--- src/rtl/sample_ring_ctrl.sv ---
// sample_ring_ctrl: single-clock output sample ring for the synthesizer.
// Takes mixer samples, releases them at the sample rate to the DAC register
// and an Avalon-ST source, and throttles the generator through o_gen_en.
`timescale 1ns/1ps

module sample_ring_ctrl #(
  parameter int DEPTH  = 16,
  parameter int DW     = 24,
  parameter int CLK_HZ = 50_000_000,
  parameter int FS_HZ  = 96_000,
  parameter int PRIME  = 2
) (
  input  logic                     clk,
  input  logic                     n_rst,
  input  logic                     i_smp_valid,
  input  logic [DW-1:0]            i_smp_data,
  input  logic                     i_flush,
  output logic                     o_gen_en,
  output logic                     o_tick,
  output logic [DW-1:0]            o_dac_data,
  output logic [31:0]              aso_data,
  output logic                     aso_valid,
  input  logic                     aso_ready,
  output logic [$clog2(DEPTH):0]   o_level,
  output logic [15:0]              o_underrun_cnt,
  output logic [15:0]              o_overrun_cnt,
  output logic [15:0]              o_drop_cnt
);

  localparam int AW = $clog2(DEPTH);
  localparam int LW = AW + 1;

  typedef enum logic {
    ST_PRIME,
    ST_RUN
  } state_t;

  state_t          state;
  state_t          state_next;

  logic [31:0]     acc;
  logic [32:0]     acc_sum;
  logic            tick;

  logic [DW-1:0]   mem [DEPTH];
  logic [AW-1:0]   wr_ptr;
  logic [AW-1:0]   rd_ptr;
  logic [DW-1:0]   rd_data;

  logic            pop;
  logic            underrun;
  logic            push_ok;
  logic            push_drop;
  logic            stream_drop;
  logic [LW-1:0]   level_next;

  // Phase accumulator sum; a tick fires whenever the sum reaches CLK_HZ
  always_comb begin
    acc_sum = {1'b0, acc} + 33'(FS_HZ);
    tick    = (acc_sum >= 33'(CLK_HZ));
  end

  // Per-cycle event decode; flush suppresses every ring and stream event
  always_comb begin
    rd_data     = mem[rd_ptr];
    pop         = !i_flush && tick && (state == ST_RUN) && (o_level != '0);
    underrun    = !i_flush && tick && (state == ST_RUN) && (o_level == '0);
    push_ok     = !i_flush && i_smp_valid && ((o_level < LW'(DEPTH)) || pop);
    push_drop   = !i_flush && i_smp_valid && !((o_level < LW'(DEPTH)) || pop);
    stream_drop = pop && aso_valid && !aso_ready;
    level_next  = o_level;
    if (i_flush) begin
      level_next = '0;
    end else if (push_ok && !pop) begin
      level_next = o_level + LW'(1);
    end else if (pop && !push_ok) begin
      level_next = o_level - LW'(1);
    end
  end

  // Next-state logic: priming until enough samples, back to priming on underrun or flush
  always_comb begin
    state_next = state;
    if (i_flush) begin
      state_next = ST_PRIME;
    end else begin
      case (state)
        ST_PRIME: if (o_level >= LW'(PRIME)) state_next = ST_RUN;
        ST_RUN:   if (underrun) state_next = ST_PRIME;
        default:  state_next = ST_PRIME;
      endcase
    end
  end

  // State register
  always_ff @(posedge clk or negedge n_rst) begin
    if (!n_rst) begin
      state <= ST_PRIME;
    end else begin
      state <= state_next;
    end
  end

  // Tick generator: accumulator survives flush, only reset clears it
  always_ff @(posedge clk or negedge n_rst) begin
    if (!n_rst) begin
      acc    <= '0;
      o_tick <= 1'b0;
    end else begin
      acc    <= tick ? 32'(acc_sum - 33'(CLK_HZ)) : acc_sum[31:0];
      o_tick <= tick;
    end
  end

  // Sample storage; contents need no reset because level gates every read
  always_ff @(posedge clk) begin
    if (push_ok) begin
      mem[wr_ptr] <= i_smp_data;
    end
  end

  // Ring pointers, fill level and generator throttle
  always_ff @(posedge clk or negedge n_rst) begin
    if (!n_rst) begin
      wr_ptr   <= '0;
      rd_ptr   <= '0;
      o_level  <= '0;
      o_gen_en <= 1'b0;
    end else begin
      if (i_flush) begin
        wr_ptr <= '0;
        rd_ptr <= '0;
      end else begin
        if (push_ok) wr_ptr <= wr_ptr + AW'(1);
        if (pop)     rd_ptr <= rd_ptr + AW'(1);
      end
      o_level  <= level_next;
      o_gen_en <= (level_next <= LW'(DEPTH - 2));
    end
  end

  // DAC register and stream beat: a pop loads both, a handshake retires the beat
  always_ff @(posedge clk or negedge n_rst) begin
    if (!n_rst) begin
      o_dac_data <= '0;
      aso_data   <= '0;
      aso_valid  <= 1'b0;
    end else if (i_flush) begin
      o_dac_data <= '0;
      aso_valid  <= 1'b0;
    end else if (pop) begin
      o_dac_data <= rd_data;
      aso_data   <= {{(32 - DW){1'b0}}, rd_data};
      aso_valid  <= 1'b1;
    end else if (aso_valid && aso_ready) begin
      aso_valid  <= 1'b0;
    end
  end

  // Saturating event counters, cleared only by reset
  always_ff @(posedge clk or negedge n_rst) begin
    if (!n_rst) begin
      o_underrun_cnt <= '0;
      o_overrun_cnt  <= '0;
      o_drop_cnt     <= '0;
    end else begin
      if (underrun && (o_underrun_cnt != 16'hFFFF)) o_underrun_cnt <= o_underrun_cnt + 16'd1;
      if (push_drop && (o_overrun_cnt != 16'hFFFF)) o_overrun_cnt <= o_overrun_cnt + 16'd1;
      if (stream_drop && (o_drop_cnt != 16'hFFFF))  o_drop_cnt <= o_drop_cnt + 16'd1;
    end
  end

endmodule

--- config.mk ---
export PLATFORM = sky130hd
export DESIGN_NAME = sample_ring_ctrl
export DESIGN_NICKNAME = d
export VERILOG_FILES = /design/src/rtl/sample_ring_ctrl.sv
export SDC_FILE = /design/constraint.sdc
export NUM_CORES = 1
export LEC_CHECK = 0
export CAP_MARGIN = 20
export CORE_MARGIN = 2
export CORE_UTILIZATION = 53
export CTS_BUF_LIST = sky130_fd_sc_hd__clkbuf_4 sky130_fd_sc_hd__clkbuf_8 sky130_fd_sc_hd__clkbuf_16
export CTS_CLUSTER_SIZE = 30
export DETAILED_ROUTE_END_ITERATION = 10
export GPL_ROUTABILITY_DRIVEN = 0
export GPL_TIMING_DRIVEN = 0
export PLACE_DENSITY = 0.75
export SLEW_MARGIN = 0
export SYNTH_ARGS = -nofsm -noshare
export SYNTH_HDL_FRONTEND = slang
export SYNTH_SLANG_ARGS = --single-unit
--- constraint.sdc ---
create_clock -name clk -period 5.4 [get_ports clk]
set_clock_uncertainty 0.2 [all_clocks]
set_input_delay 1.08 -clock clk [delete_from_list [all_inputs] [get_ports clk]]
set_output_delay 1.08 -clock clk [all_outputs]
set_load 0.05 [all_outputs]
# Word-level counts from Yosys, hierarchy flattened
# Memory sizes are Yosys's and may differ from the RTL's.
# Index checks and enable logic that the tools add are counted.
[totals]
output_inout_bits = 112
inputBits = 29
mem_bits_rw = 384
memories = 1
wordCells = 78
regBits = 145
[mem_list]
columns = ["memory", "depth", "width", "read_ports", "rd_clocked_by_memory_dff", "write_ports", "line_no", "source"]
rows = [
  ["mem", 16, 24, 1, 0, 1, "45", "logic [DW-1:0] mem [DEPTH];"],
]
[classes]
mux = 19
bitwise = 2
eq_ne = 3
n_lt_le_gt_ge = 4
reduce_logical = 27
n_addsub = 9
[op_table]
columns = ["operator", "n"]
rows = [
  ["adder 16 x 1 -> 16 bit, second input constant", 3],
  ["two-way mux 24 bit", 2],
  ["!= test 16 bit, second input constant", 3],
  ["adder 32 x 17 -> 33 bit, second input constant", 1],
  [">= comparator 33 x 26 -> 1 bit, second input constant", 1],
  ["two-way mux 32 bit", 1],
  ["subtractor 32 x 26 -> 32 bit, second input constant", 1],
  ["two-way mux 4 bit", 4],
  ["logical AND 1 bit", 15],
  ["two-way mux 5 bit", 3],
  ["adder 4 x 1 -> 4 bit, second input constant", 2],
  ["two-way mux 1 bit", 8],
  ["adder 5 x 1 -> 5 bit, second input constant", 1],
  [">= comparator 5 x 2 -> 1 bit, second input constant", 1],
  ["<= comparator 5 x 4 -> 1 bit, second input constant", 1],
  ["logical NOT 1 bit", 5],
  ["logical NOT 5 bit", 1],
  ["less-than comparator 5 bit, second input constant", 1],
  ["nonzero test 5 bit", 1],
  ["subtractor 5 x 1 -> 5 bit, second input constant", 1],
  ["nonzero test 2 bit", 2],
  ["nonzero test 3 bit", 1],
  ["inverter 1 bit", 2],
  ["case mux 1 bit (2 select lines)", 1],
  ["other kinds (2)", 2],
]

# Depth between registers and ports, before layout
# Gate-level depths: netlist of the first run.
[logic_depth]
ltp_word = 13
mapped_depth = 16
ltp_nobuf = 13

# Worst setup path after synthesis of the first run
# OpenSTA, ideal clock, no wires.
[synth_path]
kind = "register -> register"
startpoint = "register acc[8]"
endpoint = "memory mem[3][0] (enable)"
stages_incl_launch_ff = 14
period_less_slack_ns = 5.374
setup_ns = 0.435
arrival_ns = 4.738
setup_slack_ns = 0.026
path_buffers = 2
required_ns = 4.765
path_cell_list = "dfrtp_1 > inv_1 > ha_1 > buf_2 > nand2b_1 > a311oi_4 > or3_1 > a21o_1 > nor4_2 > nor3_2 > o31ai_1 > clkbuf_1 > nand2_1 > nor3_1"
[synth_between]
elab_chain_cells = 9
[synth_rtl]
columns = ["element", "line_no", "source"]
rows = [
  ["start, declared", "41", "logic [31:0] acc;"],
  ["start signal, assigned", "110", "acc <= tick ? 32'(acc_sum - 33'(CLK_HZ)) : acc_sum[31:0];"],
  ["adder 32 x 17 -> 33 bit", "59", "acc_sum = {1'b0, acc} + 33'(FS_HZ);"],
  [">= comparator 33 x 26 -> 1 bit", "60", "tick = (acc_sum >= 33'(CLK_HZ));"],
  ["logical AND 1 bit (3 in a row)", "66", "pop = !i_flush && tick && (state == ST_RUN) && (o_level != '0);"],
  ["logical OR 1 bit", "68", "push_ok = !i_flush && i_smp_valid && ((o_level < LW'(DEPTH)) || pop);"],
  ["logical AND 1 bit", "68", ""],
  ["two-way mux 1 bit", "117", "if (push_ok) begin"],
  ["two-way mux 1 bit (not written as such)", "118", "mem[wr_ptr] <= i_smp_data;"],
  ["end, declared", "45", ""],
]
# Every way passes these cells.

# Worst setup path in the final report of the first run
[layout_path]
startpoint = "register acc[8]"
endpoint = "memory mem[2][2] (enable)"
# The elaborated chain is that of the path after synthesis.

==> results of run 1 <==
-- cell type report --
class	count	area share [%]
flip-flops and latches	522	57.88
well taps	532	2.571
plain buffers	69	1.218
inverters	25	0.3625
diodes	1	0.009666
repair buffers	143	5.819
clock buffers	63	5.413
multi-input cells	808	25.21
clock inverters	34	1.522
-- stage by stage --
step / util, % / hold WS, ns / cell area, sq um
after global placement: 58.60 / 0.2585 / 23870
after global routing: 63.54 / 0.2090 / 25890
after floorplan: - / 0.2768 / 21880
after detailed placement: 58.95 / 0.2643 / 24020
after CTS: 63.38 / 0.1883 / 25820
final: 63.55 / 0.1936 / 25890
-- logic make-up (layout without fill, tap and decap cells) --
kind of cell / Yosys count / in the layout / share of synthesized area, %
and+or+nand+nor: 387 / 387 / 8.952
AOI/OAI and AO/OA: 164 / 164 / 5.472
xor gates and xnor gates: 82 / 82 / 3.286
buffers and inverters: 94 / 334 / 1.872
other: 1 / 9 / 0.01716
muxes: 152 / 152 / 10.99
adders and majority gates: 15 / 15 / 0.8586
DFF: 522 / 522 / 68.55
-- synth_stat cells (all sizes together) (9+ instances only) --
master	instances
ha	15
nor2b	9
mux2i	69
a21oi	32
buf	29
o21ai	32
a22oi	17
xor2	39
a221oi	17
nand2	164
and3	25
nor3	31
mux2	14
nand3b	18
clkbuf	40
a21o	22
dfrtp	138
nor2	44
and2	14
xnor2	43
nand4	15
edfxtp	384
nand3	36
inv	25
mux4	69
-- flip-flops by register name (all words and copies together) (netlist names) --
register / cells
o_dac_data: 24
o_level: 5
rd_ptr: 4
o_tick: 1
o_underrun_cnt: 16
o_overrun_cnt: 16
acc: 25
o_drop_cnt: 16
aso_data: 24
aso_valid: 1
state: 1
mem: 384
wr_ptr: 4
o_gen_en: 1
-- per-layer routing --
| metal | share of wire (%) | wire, um | vias to the layer above |
|---|---|---|---|
| met4 | 2.2 | 1150 | 6 |
| li1 | - | - | 5787 |
| met5 | 0.067 | 35 | - |
| met3 | 9.1 | 4727 | 99 |
| met1 | 40 | 21060 | 6695 |
| met2 | 48 | 25220 | 646 |
-- power breakdown --
| part | switching [W] | leakage [nW] | total (W) | internal, W |
|---|---|---|---|---|
| Combinational | 0.000134 | 3.18 | 0.000192 | 0.0000586 |
| Clock | 0.00152 | 0.886 | 0.00376 | 0.00223 |
| Sequential | 0.0000117 | 5.31 | 0.00435 | 0.00434 |
| Total | 0.00167 | 9.38 | 0.00830 | 0.00663 |
-- worst max path at each step --
stage                     slack [ns]          to  depth (start not counted)    from
after floorplan                 0.03   mem[3][0]                         13  acc[8]
after global placement         -2.88  mem[3][12]                         13  acc[8]
after detailed placement        0.06  mem[3][10]                         15  acc[8]
after CTS                       0.16  mem[3][15]                         15  acc[8]
after global routing            0.11  mem[9][11]                         12  acc[8]
final                           0.43   mem[2][2]                         12  acc[8]
-- critical path: stages (launching register included) --
cell                       delay, ns
sky130_fd_sc_hd__dfrtp_1        0.49
sky130_fd_sc_hd__inv_1          0.10
sky130_fd_sc_hd__ha_1           0.13
sky130_fd_sc_hd__buf_2          0.17
sky130_fd_sc_hd__nand2b_1       0.22
sky130_fd_sc_hd__a311oi_4       0.56
sky130_fd_sc_hd__o21ai_0        0.20
sky130_fd_sc_hd__a21o_1         0.23
sky130_fd_sc_hd__nor4_2         0.34
sky130_fd_sc_hd__nor3_2         0.17
sky130_fd_sc_hd__o31ai_2        0.49
sky130_fd_sc_hd__clkbuf_1       0.37
sky130_fd_sc_hd__and3_2         0.90
-- what timing repair did --
| item | CTS | global route |
|---|---|---|
| hold buffers | 0 | 0 |
| cloned | 0 | 0 |
| gates resized for setup | 1 | 1 |
| hold endpoints to repair | 0 | 0 |
| endpoints found under the setup margin | 8 | 243 |
| buffers inserted | 0 | 1 |
| pin swaps | 0 | 1 |
==> metrics.txt, run 1 <==
# TYPE chip_impl_metric gauge
chip_impl_metric{name="first_global_vias",unit=""} 13200
chip_impl_metric{name="final-hold-violation-count",unit=""} 0
chip_impl_metric{name="instances_no_fill",unit=""} 2197
chip_impl_metric{name="largest_net_degree_at_the_start_of_global_routing",unit=""} 101
chip_impl_metric{name="io-pin-count",unit=""} 141
chip_impl_metric{name="p_leak",unit="nW"} 9.378
chip_impl_metric{name="gr-usage-met2",unit="%"} 38.52
chip_impl_metric{name="core_box_area",unit="sq um"} 40740
chip_impl_metric{name="design_power_total",unit="W"} 0.008301
chip_impl_info{name="synth_top_flop_cell",value="sky130_fd_sc_hd__edfxtp_1"} 1
chip_impl_metric{name="final-seq-area",unit="sq um"} 14980
chip_impl_metric{name="cp_data_arrival_time",unit="ns"} 4.99
chip_impl_metric{name="min_period",unit="ns"} 4.974
chip_impl_metric{name="fp.dieH",unit="um"} 207.1
chip_impl_metric{name="syn-mean-instance-area",unit="sq um"} 15.43
chip_impl_metric{name="post_drt_wl_per_cell",unit="um"} 23.76
chip_impl_metric{name="n_fill_cell",unit=""} 2887
chip_impl_metric{name="maxSlewHeadroom",unit="%"} 29.59
chip_impl_metric{name="detail-route-antenna-nets",unit=""} 0
chip_impl_metric{name="fin_tns_setup",unit="ns"} 0
chip_impl_metric{name="timing_worst_slew_pin_value",unit="ns"} 1.056
chip_impl_metric{name="synth_edf_count",unit=""} 384
chip_impl_metric{name="numClockSinks",unit=""} 522
chip_impl_metric{name="path_clk_slew",unit="ns"} 0.06
chip_impl_metric{name="fin_ws",unit="ns"} 0.4258
chip_impl_metric{name="design.final.nets",unit=""} 1665
chip_impl_info{name="post_synth_main_area_contributors",value="sky130_fd_sc_hd__edfxtp_1 53%, sky130_fd_sc_hd__dfrtp_1 16%, sky130_fd_sc_hd__mux4_2 7.1%"} 1
chip_impl_metric{name="rows",unit=""} 74
chip_impl_info{name="netlist.top_cell.by_area",value="sky130_fd_sc_hd__edfxtp_1"} 1
chip_impl_metric{name="ys_types",unit=""} 69
chip_impl_info{name="run_status",value="complete, no violations"} 1
chip_impl_metric{name="fin_crit_sh",unit="%"} 92.11
chip_impl_metric{name="cts_buffer_depth",unit=""} 3
chip_impl_metric{name="post_synth_inst_count",unit=""} 1417
chip_impl_metric{name="timing.final.max_slew_violations",unit=""} 0
chip_impl_metric{name="multi_input_area",unit="sq um"} 6526
chip_impl_metric{name="max-cap-violations",unit=""} 0
chip_impl_metric{name="met1_usage",unit="%"} 33.52
chip_impl_info{name="worst_setup_end_kind",value="flop"} 1
chip_impl_metric{name="clk-insertion-delay-late",unit="ns"} 0.61
chip_impl_metric{name="groute.usage.overall",unit="%"} 24.33
chip_impl_metric{name="num_vias",unit=""} 13230
chip_impl_metric{name="routed_via_density",unit=""} 6.023
chip_impl_metric{name="reg2reg_slack",unit="ns"} 0.43
chip_impl_metric{name="globalRouteMet3Util",unit="%"} 5.564
chip_impl_metric{name="setup_viol",unit=""} 0
chip_impl_info{name="grt_busiest_layer",value="met2"} 1
chip_impl_metric{name="initial_utilization",unit="%"} 53.65
chip_impl_metric{name="cp_max_fo",unit=""} 24
chip_impl_info{name="crit-reg2reg-launch",value="acc[8]"} 1
chip_impl_metric{name="floorplan.die_area",unit="sq um"} 42880
chip_impl_metric{name="drt_iter0_markers",unit=""} 1544
chip_impl_metric{name="reg2regPathDepth",unit=""} 12
chip_impl_info{name="worstHoldPathType",value="input pin to asynchronous set/reset pin"} 1
chip_impl_metric{name="buffer_ports.inserted",unit=""} 132
chip_impl_info{name="criticalPathCategory",value="flop to flop"} 1
chip_impl_metric{name="postSynthRegisterBits",unit=""} 522
chip_impl_info{name="top_library_cells_by_usage_in_the_layout_fill_and_taps_aside",value="384 x sky130_fd_sc_hd__edfxtp_1, 164 x sky130_fd_sc_hd__nand2_1, 138 x sky130_fd_sc_hd__dfrtp_1, 131 x sky130_fd_sc_hd__clkdlybuf4s50_1"} 1
chip_impl_metric{name="synth-async-reset-ratio",unit="%"} 26.44
chip_impl_metric{name="synth_largest_type_area_fraction",unit="%"} 52.75
chip_impl_metric{name="die_x",unit="um"} 207.1
chip_impl_metric{name="synth.yosys.seq_area_share",unit="%"} 68.55
chip_impl_metric{name="route.detailed.drc",unit=""} 0
chip_impl_metric{name="dpl.cell_count",unit=""} 2094
chip_impl_metric{name="yosysWarnings",unit=""} 0
chip_impl_metric{name="cts_buffers",unit=""} 52
chip_impl_metric{name="grt_first_pass_wirelength",unit="um"} 78920
chip_impl_info{name="cts_tree",value="yes"} 1
chip_impl_metric{name="netlist_area",unit="sq um"} 21860
chip_impl_info{name="unrepaired_setup_endpoints_after_global_routing",value="no"} 1
chip_impl_metric{name="antenna_violations_before_repair",unit=""} 4
chip_impl_metric{name="drtPass1Iterations",unit=""} 5
chip_impl_info{name="root_buffer",value="sky130_fd_sc_hd__clkbuf_16"} 1
chip_impl_metric{name="power-per-cell-area",unit="nW/um^2"} 320.6
chip_impl_metric{name="hpwl_dp",unit="um"} 31780
chip_impl_metric{name="grt_overflow_total",unit=""} 0
chip_impl_metric{name="cts.htree.levels",unit=""} 2
chip_impl_metric{name="required",unit="ns"} 5.42
chip_impl_metric{name="place_ws",unit="ns"} 0.05900
chip_impl_metric{name="worst_case_vdd_ir_drop",unit="uV"} 237.9
chip_impl_info{name="worstReg2RegEnd",value="mem[2][2]"} 1
chip_impl_metric{name="route.final.wire_length",unit="um"} 52190
chip_impl_metric{name="max_freq",unit="MHz"} 201.0
chip_impl_info{name="worst_setup_path_start_kind",value="flop"} 1
chip_impl_info{name="most_common_cell_after_layout_fill_and_taps_aside",value="sky130_fd_sc_hd__edfxtp_1"} 1
chip_impl_metric{name="post_route_cells_drive_above_1_share",unit="%"} 14.60
chip_impl_metric{name="layout-area-overhead-vs-synth",unit="%"} 18.44
(Power assumes the default switching activity.)
==> inputs of run 2 (changes only) <==
CORE_UTILIZATION = 57   (was 53)
DONT_BUFFER_PORTS = 1   (was not set)
==> run 2 against run 1 <==
Compared with the run above:
- global-route usage grew 1.4 points
- sequential power is essentially flat
- core utilization grew 1.3 points
- combinational power shrank 33%
- worst hold slack gained 0.054 ns
- setup slack lost 0.029 ns
- maximum frequency shrank 0.59%
- non-clock buffer count shrank 133
- first-iteration DRC count shrank 25%
- clock power shrank 4%
- largest power group unchanged
==> metrics.txt, run 2 (synthesis gave the netlist of run 1 again) <==
# TYPE chip_impl_metric gauge
chip_impl_metric{name="final-hold-violation-count",unit=""} 0
chip_impl_metric{name="detail-route-antenna-nets",unit=""} 0
chip_impl_metric{name="p_leak",unit="nW"} 8.878
chip_impl_metric{name="drt_iter0_markers",unit=""} 1160
chip_impl_info{name="worst_setup_end_kind",value="flop"} 1
chip_impl_metric{name="cp_max_fo",unit=""} 13
chip_impl_metric{name="layout-area-overhead-vs-synth",unit="%"} 11.99
chip_impl_info{name="cpMaxStageDelayCell",value="sky130_fd_sc_hd__and3_1"} 1
chip_impl_info{name="worst_setup_path_start_kind",value="flop"} 1
chip_impl_metric{name="critPathBufInv",unit=""} 4
chip_impl_info{name="worstPathCellList",value="inv_1, ha_1, buf_2, nand2b_1, a311oi_4, o21ai_0, a21o_1, nor4_2, nor3_2, o31ai_2, clkbuf_1, and3_1, buf_16"} 1
chip_impl_metric{name="io-pin-count",unit=""} 141
chip_impl_metric{name="buffer_ports.inserted",unit=""} 0
chip_impl_metric{name="design.final.nets",unit=""} 1532
chip_impl_info{name="criticalPathCategory",value="flop to flop"} 1
chip_impl_metric{name="whs",unit="ns"} 0.2472
chip_impl_metric{name="fp.dieH",unit="um"} 199.8
chip_impl_metric{name="initial_utilization",unit="%"} 57.90
chip_impl_metric{name="numClockSinks",unit=""} 522
chip_impl_info{name="cts_tree",value="yes"} 1
chip_impl_metric{name="post_drt_wl_per_cell",unit="um"} 24.82
chip_impl_info{name="worstHoldPathType",value="input pin to asynchronous set/reset pin"} 1
chip_impl_info{name="unrepaired_setup_endpoints_after_global_routing",value="no"} 1
chip_impl_info{name="regMostFlops",value="mem"} 1
chip_impl_metric{name="timing.final.max_slew_violations",unit=""} 0
chip_impl_metric{name="grt_overflow_total",unit=""} 0
chip_impl_metric{name="min_period",unit="ns"} 5.004
chip_impl_metric{name="post_route_cells_drive_above_1_share",unit="%"} 15.96
chip_impl_metric{name="max_freq",unit="MHz"} 199.9
chip_impl_metric{name="path_clk_slew",unit="ns"} 0.06
chip_impl_metric{name="largest_net_degree_at_the_start_of_global_routing",unit=""} 139
chip_impl_metric{name="route.final.wire_length",unit="um"} 50640
chip_impl_metric{name="maxSlewHeadroom",unit="%"} 24.68
chip_impl_metric{name="power-per-cell-area",unit="nW/um^2"} 331.1
chip_impl_metric{name="max-cap-violations",unit=""} 0
chip_impl_metric{name="groute.usage.overall",unit="%"} 25.69
chip_impl_metric{name="setup_viol",unit=""} 0
chip_impl_metric{name="route.detailed.drc",unit=""} 0
chip_impl_metric{name="max_stage_delay",unit="ns"} 0.78
chip_impl_metric{name="first_global_vias",unit=""} 12410
chip_impl_metric{name="worst_case_vdd_ir_drop",unit="uV"} 185.9
chip_impl_metric{name="rows",unit=""} 71
chip_impl_metric{name="floorplan.die_area",unit="sq um"} 39930
chip_impl_metric{name="hpwl_dp",unit="um"} 31370
chip_impl_metric{name="routed_via_density",unit=""} 6.203
chip_impl_info{name="root_buffer",value="sky130_fd_sc_hd__clkbuf_16"} 1
chip_impl_metric{name="reg2reg_slack",unit="ns"} 0.40
chip_impl_metric{name="timing_worst_slew_pin_value",unit="ns"} 1.130
chip_impl_metric{name="clk-insertion-delay-late",unit="ns"} 0.60
chip_impl_info{name="run_status",value="complete, no violations"} 1
chip_impl_metric{name="die_x",unit="um"} 199.8
chip_impl_info{name="top_library_cells_by_usage_in_the_layout_fill_and_taps_aside",value="384 x sky130_fd_sc_hd__edfxtp_1, 164 x sky130_fd_sc_hd__nand2_1, 138 x sky130_fd_sc_hd__dfrtp_1, 69 x sky130_fd_sc_hd__mux2i_1, 69 x sky130_fd_sc_hd__mux4_2"} 1
chip_impl_metric{name="cp_data_arrival_time",unit="ns"} 5.10
chip_impl_metric{name="cts_buffers",unit=""} 52
chip_impl_info{name="most_common_cell_after_layout_fill_and_taps_aside",value="sky130_fd_sc_hd__edfxtp_1"} 1
chip_impl_metric{name="required",unit="ns"} 5.50
chip_impl_metric{name="fin_ws",unit="ns"} 0.3965
chip_impl_metric{name="place_ws",unit="ns"} 0.1569
chip_impl_metric{name="n_fill_cell",unit=""} 2589
chip_impl_metric{name="design_power_total",unit="W"} 0.008105
chip_impl_metric{name="dpl_cell_area",unit="sq um"} 22680
chip_impl_metric{name="grt_first_pass_wirelength",unit="um"} 74710
chip_impl_metric{name="antennaDiodeCount",unit=""} 0
chip_impl_metric{name="cts.htree.levels",unit=""} 2
chip_impl_metric{name="num_vias",unit=""} 12660
chip_impl_metric{name="fin_crit_sh",unit="%"} 92.66
chip_impl_metric{name="cts_buffer_depth",unit=""} 3
chip_impl_metric{name="core_box_area",unit="sq um"} 37760
chip_impl_info{name="worst_path_dominant_cell_family",value="simple AND/OR/NAND/NOR gates"} 1
chip_impl_metric{name="flip_flop_count_of_the_largest_register_all_copies_and_words_added",unit=""} 384
chip_impl_metric{name="antenna_violations_before_repair",unit=""} 0
chip_impl_metric{name="finalInstanceArea",unit="sq um"} 24480
chip_impl_info{name="reg.largest.list",value="mem (384), acc (25)"} 1
chip_impl_metric{name="drtPass1Iterations",unit=""} 5
==> run 2: changes by cell type in the layout (fill, tap and decap cells not counted), moves of 3 or more <==
cell                              change
sky130_fd_sc_hd__clkdlybuf4s50_1    -131
sky130_fd_sc_hd__clkinv_1             -6
sky130_fd_sc_hd__bufinv_16            -3
sky130_fd_sc_hd__clkbuf_8             +3
sky130_fd_sc_hd__clkbuf_4             +7
==> run 2: worst paths after layout <==
check | startpoint | end | depth (start not counted)
max in group asynchronous | n_rst | o_dac_data[18] | 1
worst max register to register | acc[8] | mem[13][16] | 13
worst min register to register | acc[28] | acc[28] | 1
worst max-delay path | acc[8] | mem[13][16] | 13
min in group clk | acc[28] | acc[28] | 1
worst min-delay path | n_rst | acc[24] | 1
==> run 2: worst register-to-register path: stages (launching register included) <==
cell and delay [ns]:
sky130_fd_sc_hd__dfrtp_1 0.51, sky130_fd_sc_hd__inv_1 0.11, sky130_fd_sc_hd__ha_1 0.13, sky130_fd_sc_hd__buf_2 0.19, sky130_fd_sc_hd__nand2b_1 0.22, sky130_fd_sc_hd__a311oi_4 0.55
sky130_fd_sc_hd__o21ai_0 0.21, sky130_fd_sc_hd__a21o_1 0.23, sky130_fd_sc_hd__nor4_2 0.35, sky130_fd_sc_hd__nor3_2 0.17, sky130_fd_sc_hd__o31ai_2 0.46, sky130_fd_sc_hd__clkbuf_1 0.35
sky130_fd_sc_hd__and3_1 0.78, sky130_fd_sc_hd__buf_16 0.23
==> run 2: per-stage QoR <==
stage | TNS (ns) | std cells | util (%)
global placement | -94.71 | 1935 | 59.66
finish | 0 | 2040 | 64.84
detailed placement | 0 | 1942 | 60.06
floorplan | 0 | 1424 | -
global route | 0 | 2040 | 64.84
CTS | 0 | 2038 | 64.72
==> run 2: repair_timing <==
| item | 4_1_cts | 5_1_grt |
|---|---|---|
| setup buffers | 0 | 0 |
| gates resized for setup | 0 | 3 |
| setup endpoints to repair | 0 | 304 |
| hold buffers | 1 | 0 |
| endpoints found under the hold margin | 138 | 0 |
==> run 2: where the power goes <==
group | total, W | internal [W] | switching [W]
clock | 0.00362 | 0.00214 | 0.00148
sequential | 0.00436 | 0.00434 | 0.0000163
combinational | 0.000128 | 0.0000381 | 0.0000904
==> run 2: area by class of cell <==
type | instances | area, sq um | share of cell area [%]
Timing Repair Buffer | 10 | 188.9 | 0.7718
Inverter | 25 | 93.84 | 0.3834
Clock inverter | 23 | 261.5 | 1.068
Clock buffer | 72 | 1470 | 6.006
Tap cell | 511 | 639.4 | 2.612
Buffer | 69 | 315.3 | 1.288
Sequential cell | 522 | 14980 | 61.21
Multi-Input combinational cell | 808 | 6525 | 26.66
==> run 2: per-layer routing <==
metal,global-route usage (%),part of all wire (%),wire length [um]
met5,0,0,0
met1,34.55,40,20360
met3,6.804,9.6,4840
met2,41.11,47,23970
met4,8.724,2.9,1470
==> inputs of run 3 (changes only) <==
CORE_UTILIZATION = 60   (was 57)
HOLD_SLACK_MARGIN = 0.15   (was not set)
PLACE_DENSITY = 0.76   (was 0.75)
clock period = 5.1 ns   (was 5.4 ns; I/O delays follow)
==> run 3 against run 2 <==
Compared with the run above:
- non-clock buffer count is 3 lower
- combinational power is 9% higher
- core utilization is 3.5 points higher
- final cell count is 2.5% lower
- power is 6.6% higher
- routed wire length is 1.5% lower
- worst hold slack worse by 0.058 ns
- critical path type unchanged
- critical endpoint is now mem[5][10]
==> metrics.txt, run 3 (synthesis gave the netlist of run 1 again) <==
# TYPE chip_impl_metric gauge
chip_impl_metric{name="route.final.wire_length",unit="um"} 49900
chip_impl_metric{name="cp_data_arrival_time",unit="ns"} 4.85
chip_impl_metric{name="floorplan.die_area",unit="sq um"} 37970
chip_impl_metric{name="max-cap-violations",unit=""} 0
chip_impl_metric{name="post_route_cells_drive_above_1_share",unit="%"} 16.03
chip_impl_info{name="reg.largest.list",value="mem (384), acc (25)"} 1
chip_impl_info{name="root_buffer",value="sky130_fd_sc_hd__clkbuf_16"} 1
chip_impl_metric{name="drt_iter0_markers",unit=""} 1109
chip_impl_metric{name="path_clk_slew",unit="ns"} 0.06
chip_impl_metric{name="initial_utilization",unit="%"} 61.16
chip_impl_metric{name="clk-insertion-delay-late",unit="ns"} 0.60
chip_impl_metric{name="layout-area-overhead-vs-synth",unit="%"} 11.79
chip_impl_metric{name="p_leak",unit="nW"} 8.836
chip_impl_metric{name="io-pin-count",unit=""} 141
chip_impl_metric{name="timing_worst_slew_pin_value",unit="ns"} 1.118
chip_impl_metric{name="post_drt_wl_per_cell",unit="um"} 25.09
chip_impl_metric{name="worst_case_vdd_ir_drop",unit="uV"} 312.3
chip_impl_metric{name="setup_viol",unit=""} 0
chip_impl_metric{name="cp_max_fo",unit=""} 24
chip_impl_info{name="highest-signal-layer",value="met4"} 1
chip_impl_info{name="top_library_cells_by_usage_in_the_layout_fill_and_taps_aside",value="384 x sky130_fd_sc_hd__edfxtp_1, 164 x sky130_fd_sc_hd__nand2_1, 138 x sky130_fd_sc_hd__dfrtp_1, 69 x sky130_fd_sc_hd__mux2i_1, 69 x sky130_fd_sc_hd__mux4_2"} 1
chip_impl_metric{name="antenna_violations_before_repair",unit=""} 0
chip_impl_metric{name="power-per-cell-area",unit="nW/um^2"} 353.7
chip_impl_metric{name="fin_tns_setup",unit="ns"} 0
chip_impl_metric{name="wl_met2",unit="um"} 23690
chip_impl_metric{name="die_x",unit="um"} 194.9
chip_impl_metric{name="instances_no_fill",unit=""} 1989
chip_impl_metric{name="dpl.cell_count",unit=""} 1886
chip_impl_info{name="cpMaxStageDelayCell",value="sky130_fd_sc_hd__and3_4"} 1
chip_impl_metric{name="timing.final.max_slew_violations",unit=""} 0
chip_impl_metric{name="numClockSinks",unit=""} 522
chip_impl_metric{name="design.final.nets",unit=""} 1529
chip_impl_info{name="criticalPathCategory",value="flop to flop"} 1
chip_impl_metric{name="first_global_vias",unit=""} 12470
chip_impl_metric{name="routed_via_density",unit=""} 6.305
chip_impl_info{name="cts_tree",value="yes"} 1
chip_impl_metric{name="hpwl_dp",unit="um"} 30200
chip_impl_info{name="most_common_cell_after_layout_fill_and_taps_aside",value="sky130_fd_sc_hd__edfxtp_1"} 1
chip_impl_metric{name="largest_net_degree_at_the_start_of_global_routing",unit=""} 139
chip_impl_info{name="worstPathCellList",value="inv_1, ha_1, buf_2, nand2b_1, a311oi_4, o21ai_0, a21o_1, nor4_2, nor3_2, o31ai_2, clkbuf_1, and3_4"} 1
chip_impl_metric{name="fp.dieH",unit="um"} 194.9
chip_impl_metric{name="wl_met3",unit="um"} 4791
chip_impl_info{name="worst_path_dominant_cell_family",value="compound AO/OA/AOI/OAI gates"} 1
chip_impl_info{name="worst_setup_end_kind",value="flop"} 1
chip_impl_metric{name="cts_buffers",unit=""} 52
chip_impl_metric{name="max_stage_delay",unit="ns"} 0.63
chip_impl_metric{name="fin_crit_sh",unit="%"} 94.71
chip_impl_metric{name="flip_flop_count_of_the_largest_register_all_copies_and_words_added",unit=""} 384
chip_impl_metric{name="groute.usage.overall",unit="%"} 26.68
chip_impl_metric{name="min_period",unit="ns"} 4.830
chip_impl_metric{name="critPathBufInv",unit=""} 3
chip_impl_metric{name="cts.htree.levels",unit=""} 2
chip_impl_metric{name="cts_buffer_depth",unit=""} 3
chip_impl_metric{name="final-hold-violation-count",unit=""} 0
chip_impl_metric{name="maxSlewHeadroom",unit="%"} 25.48
chip_impl_info{name="run_status",value="complete, no violations"} 1
chip_impl_metric{name="required",unit="ns"} 5.12
chip_impl_metric{name="detail-route-antenna-nets",unit=""} 0
chip_impl_metric{name="grt_first_pass_wirelength",unit="um"} 75470
chip_impl_metric{name="core_box_area",unit="sq um"} 35740
chip_impl_metric{name="max_freq",unit="MHz"} 207.0
chip_impl_metric{name="routedLengthMet1",unit="um"} 19880
chip_impl_metric{name="num_vias",unit=""} 12540
chip_impl_info{name="regMostFlops",value="mem"} 1
chip_impl_metric{name="grt_overflow_total",unit=""} 0
chip_impl_info{name="worstHoldPathType",value="input pin to asynchronous set/reset pin"} 1
chip_impl_metric{name="antennaDiodeCount",unit=""} 0
chip_impl_metric{name="rows",unit=""} 69
chip_impl_info{name="worst_setup_path_start_kind",value="flop"} 1
chip_impl_metric{name="buffer_ports.inserted",unit=""} 0
chip_impl_metric{name="route.detailed.drc",unit=""} 0
chip_impl_metric{name="drtPass1Iterations",unit=""} 5
==> run 3: changes by cell type in the layout (fill, tap and decap cells not counted), moves of 3 or more <==
cell / delta
sky130_fd_sc_hd__clkbuf_8: -3
sky130_fd_sc_hd__clkbuf_4: -13
sky130_fd_sc_hd__buf_6: -3
sky130_fd_sc_hd__and3_4: +15
sky130_fd_sc_hd__and3_2: -14
sky130_fd_sc_hd__clkinv_2: +9
==> run 3: worst paths after layout <==
check	start	depth (start not counted)	to	slack [ns]
setup reg to reg	acc[8]	12	mem[5][10]	0.27
hold / removal	n_rst	1	acc[16]	0.19
min in group clk	i_smp_data[1]	0	mem[5][1]	0.31
setup / recovery	acc[8]	12	mem[5][10]	0.27
hold reg to reg	acc[28]	1	acc[28]	0.32
max in group asynchronous	n_rst	1	acc[28]	3.97
==> run 3: stage by stage <==
step	total power, W	hold WS, ns	utilization, %	setup slack, ns	cell area [sq um]
6_report	0.008644	0.1888	68.37	0.2699	24440
5_1_grt	0.008859	0.2599	68.37	-0.007395	24440
4_1_cts	0.008670	0.2449	68.07	-0.05677	24330
3_5_place_dp	0.004809	0.3015	63.01	-0.2660	22520
3_3_place_gp	0.004805	0.3016	62.86	-1.433	22470
2_1_floorplan	0.004775	0.2768	-	0.4556	21890
==> run 3: area by class of cell <==
cell class	instances	area [sq um]
fillers	2332	11310
clock inverters	39	372.9
flip-flops and latches	522	14980
well taps	461	576.8
inverters	25	93.84
plain buffers	69	316.6
clock buffers	58	1381
repair buffers	7	127.6
multi-input cells	808	6583
==> run 3: timing repair <==
action	4_1_cts	5_1_grt
hold buffers	1	0
pin swaps	1	0
endpoints found under the setup margin	128	384
gates resized for setup	0	18
cloned	0	0
buffers inserted	2	0
endpoints found under the hold margin	138	0
==> run 3: metal layers <==
| metal | up-vias | GRT usage [%] |
|---|---|---|
| met3 | 104 | 7.184 |
| met1 | 6329 | 36.09 |
| met4 | 0 | 9.217 |
| met5 | - | 0 |
| li1 | 5511 | - |
| met2 | 596 | 42.43 |
==> run 3: power by group <==
part / switching [W] / internal [W] / total, W / leakage [nW]
registers: 0.0000168 / 0.00460 / 0.00461 / 5.31
logic: 0.0000964 / 0.0000425 / 0.000139 / 2.66
clock network: 0.00163 / 0.00226 / 0.00389 / 0.861
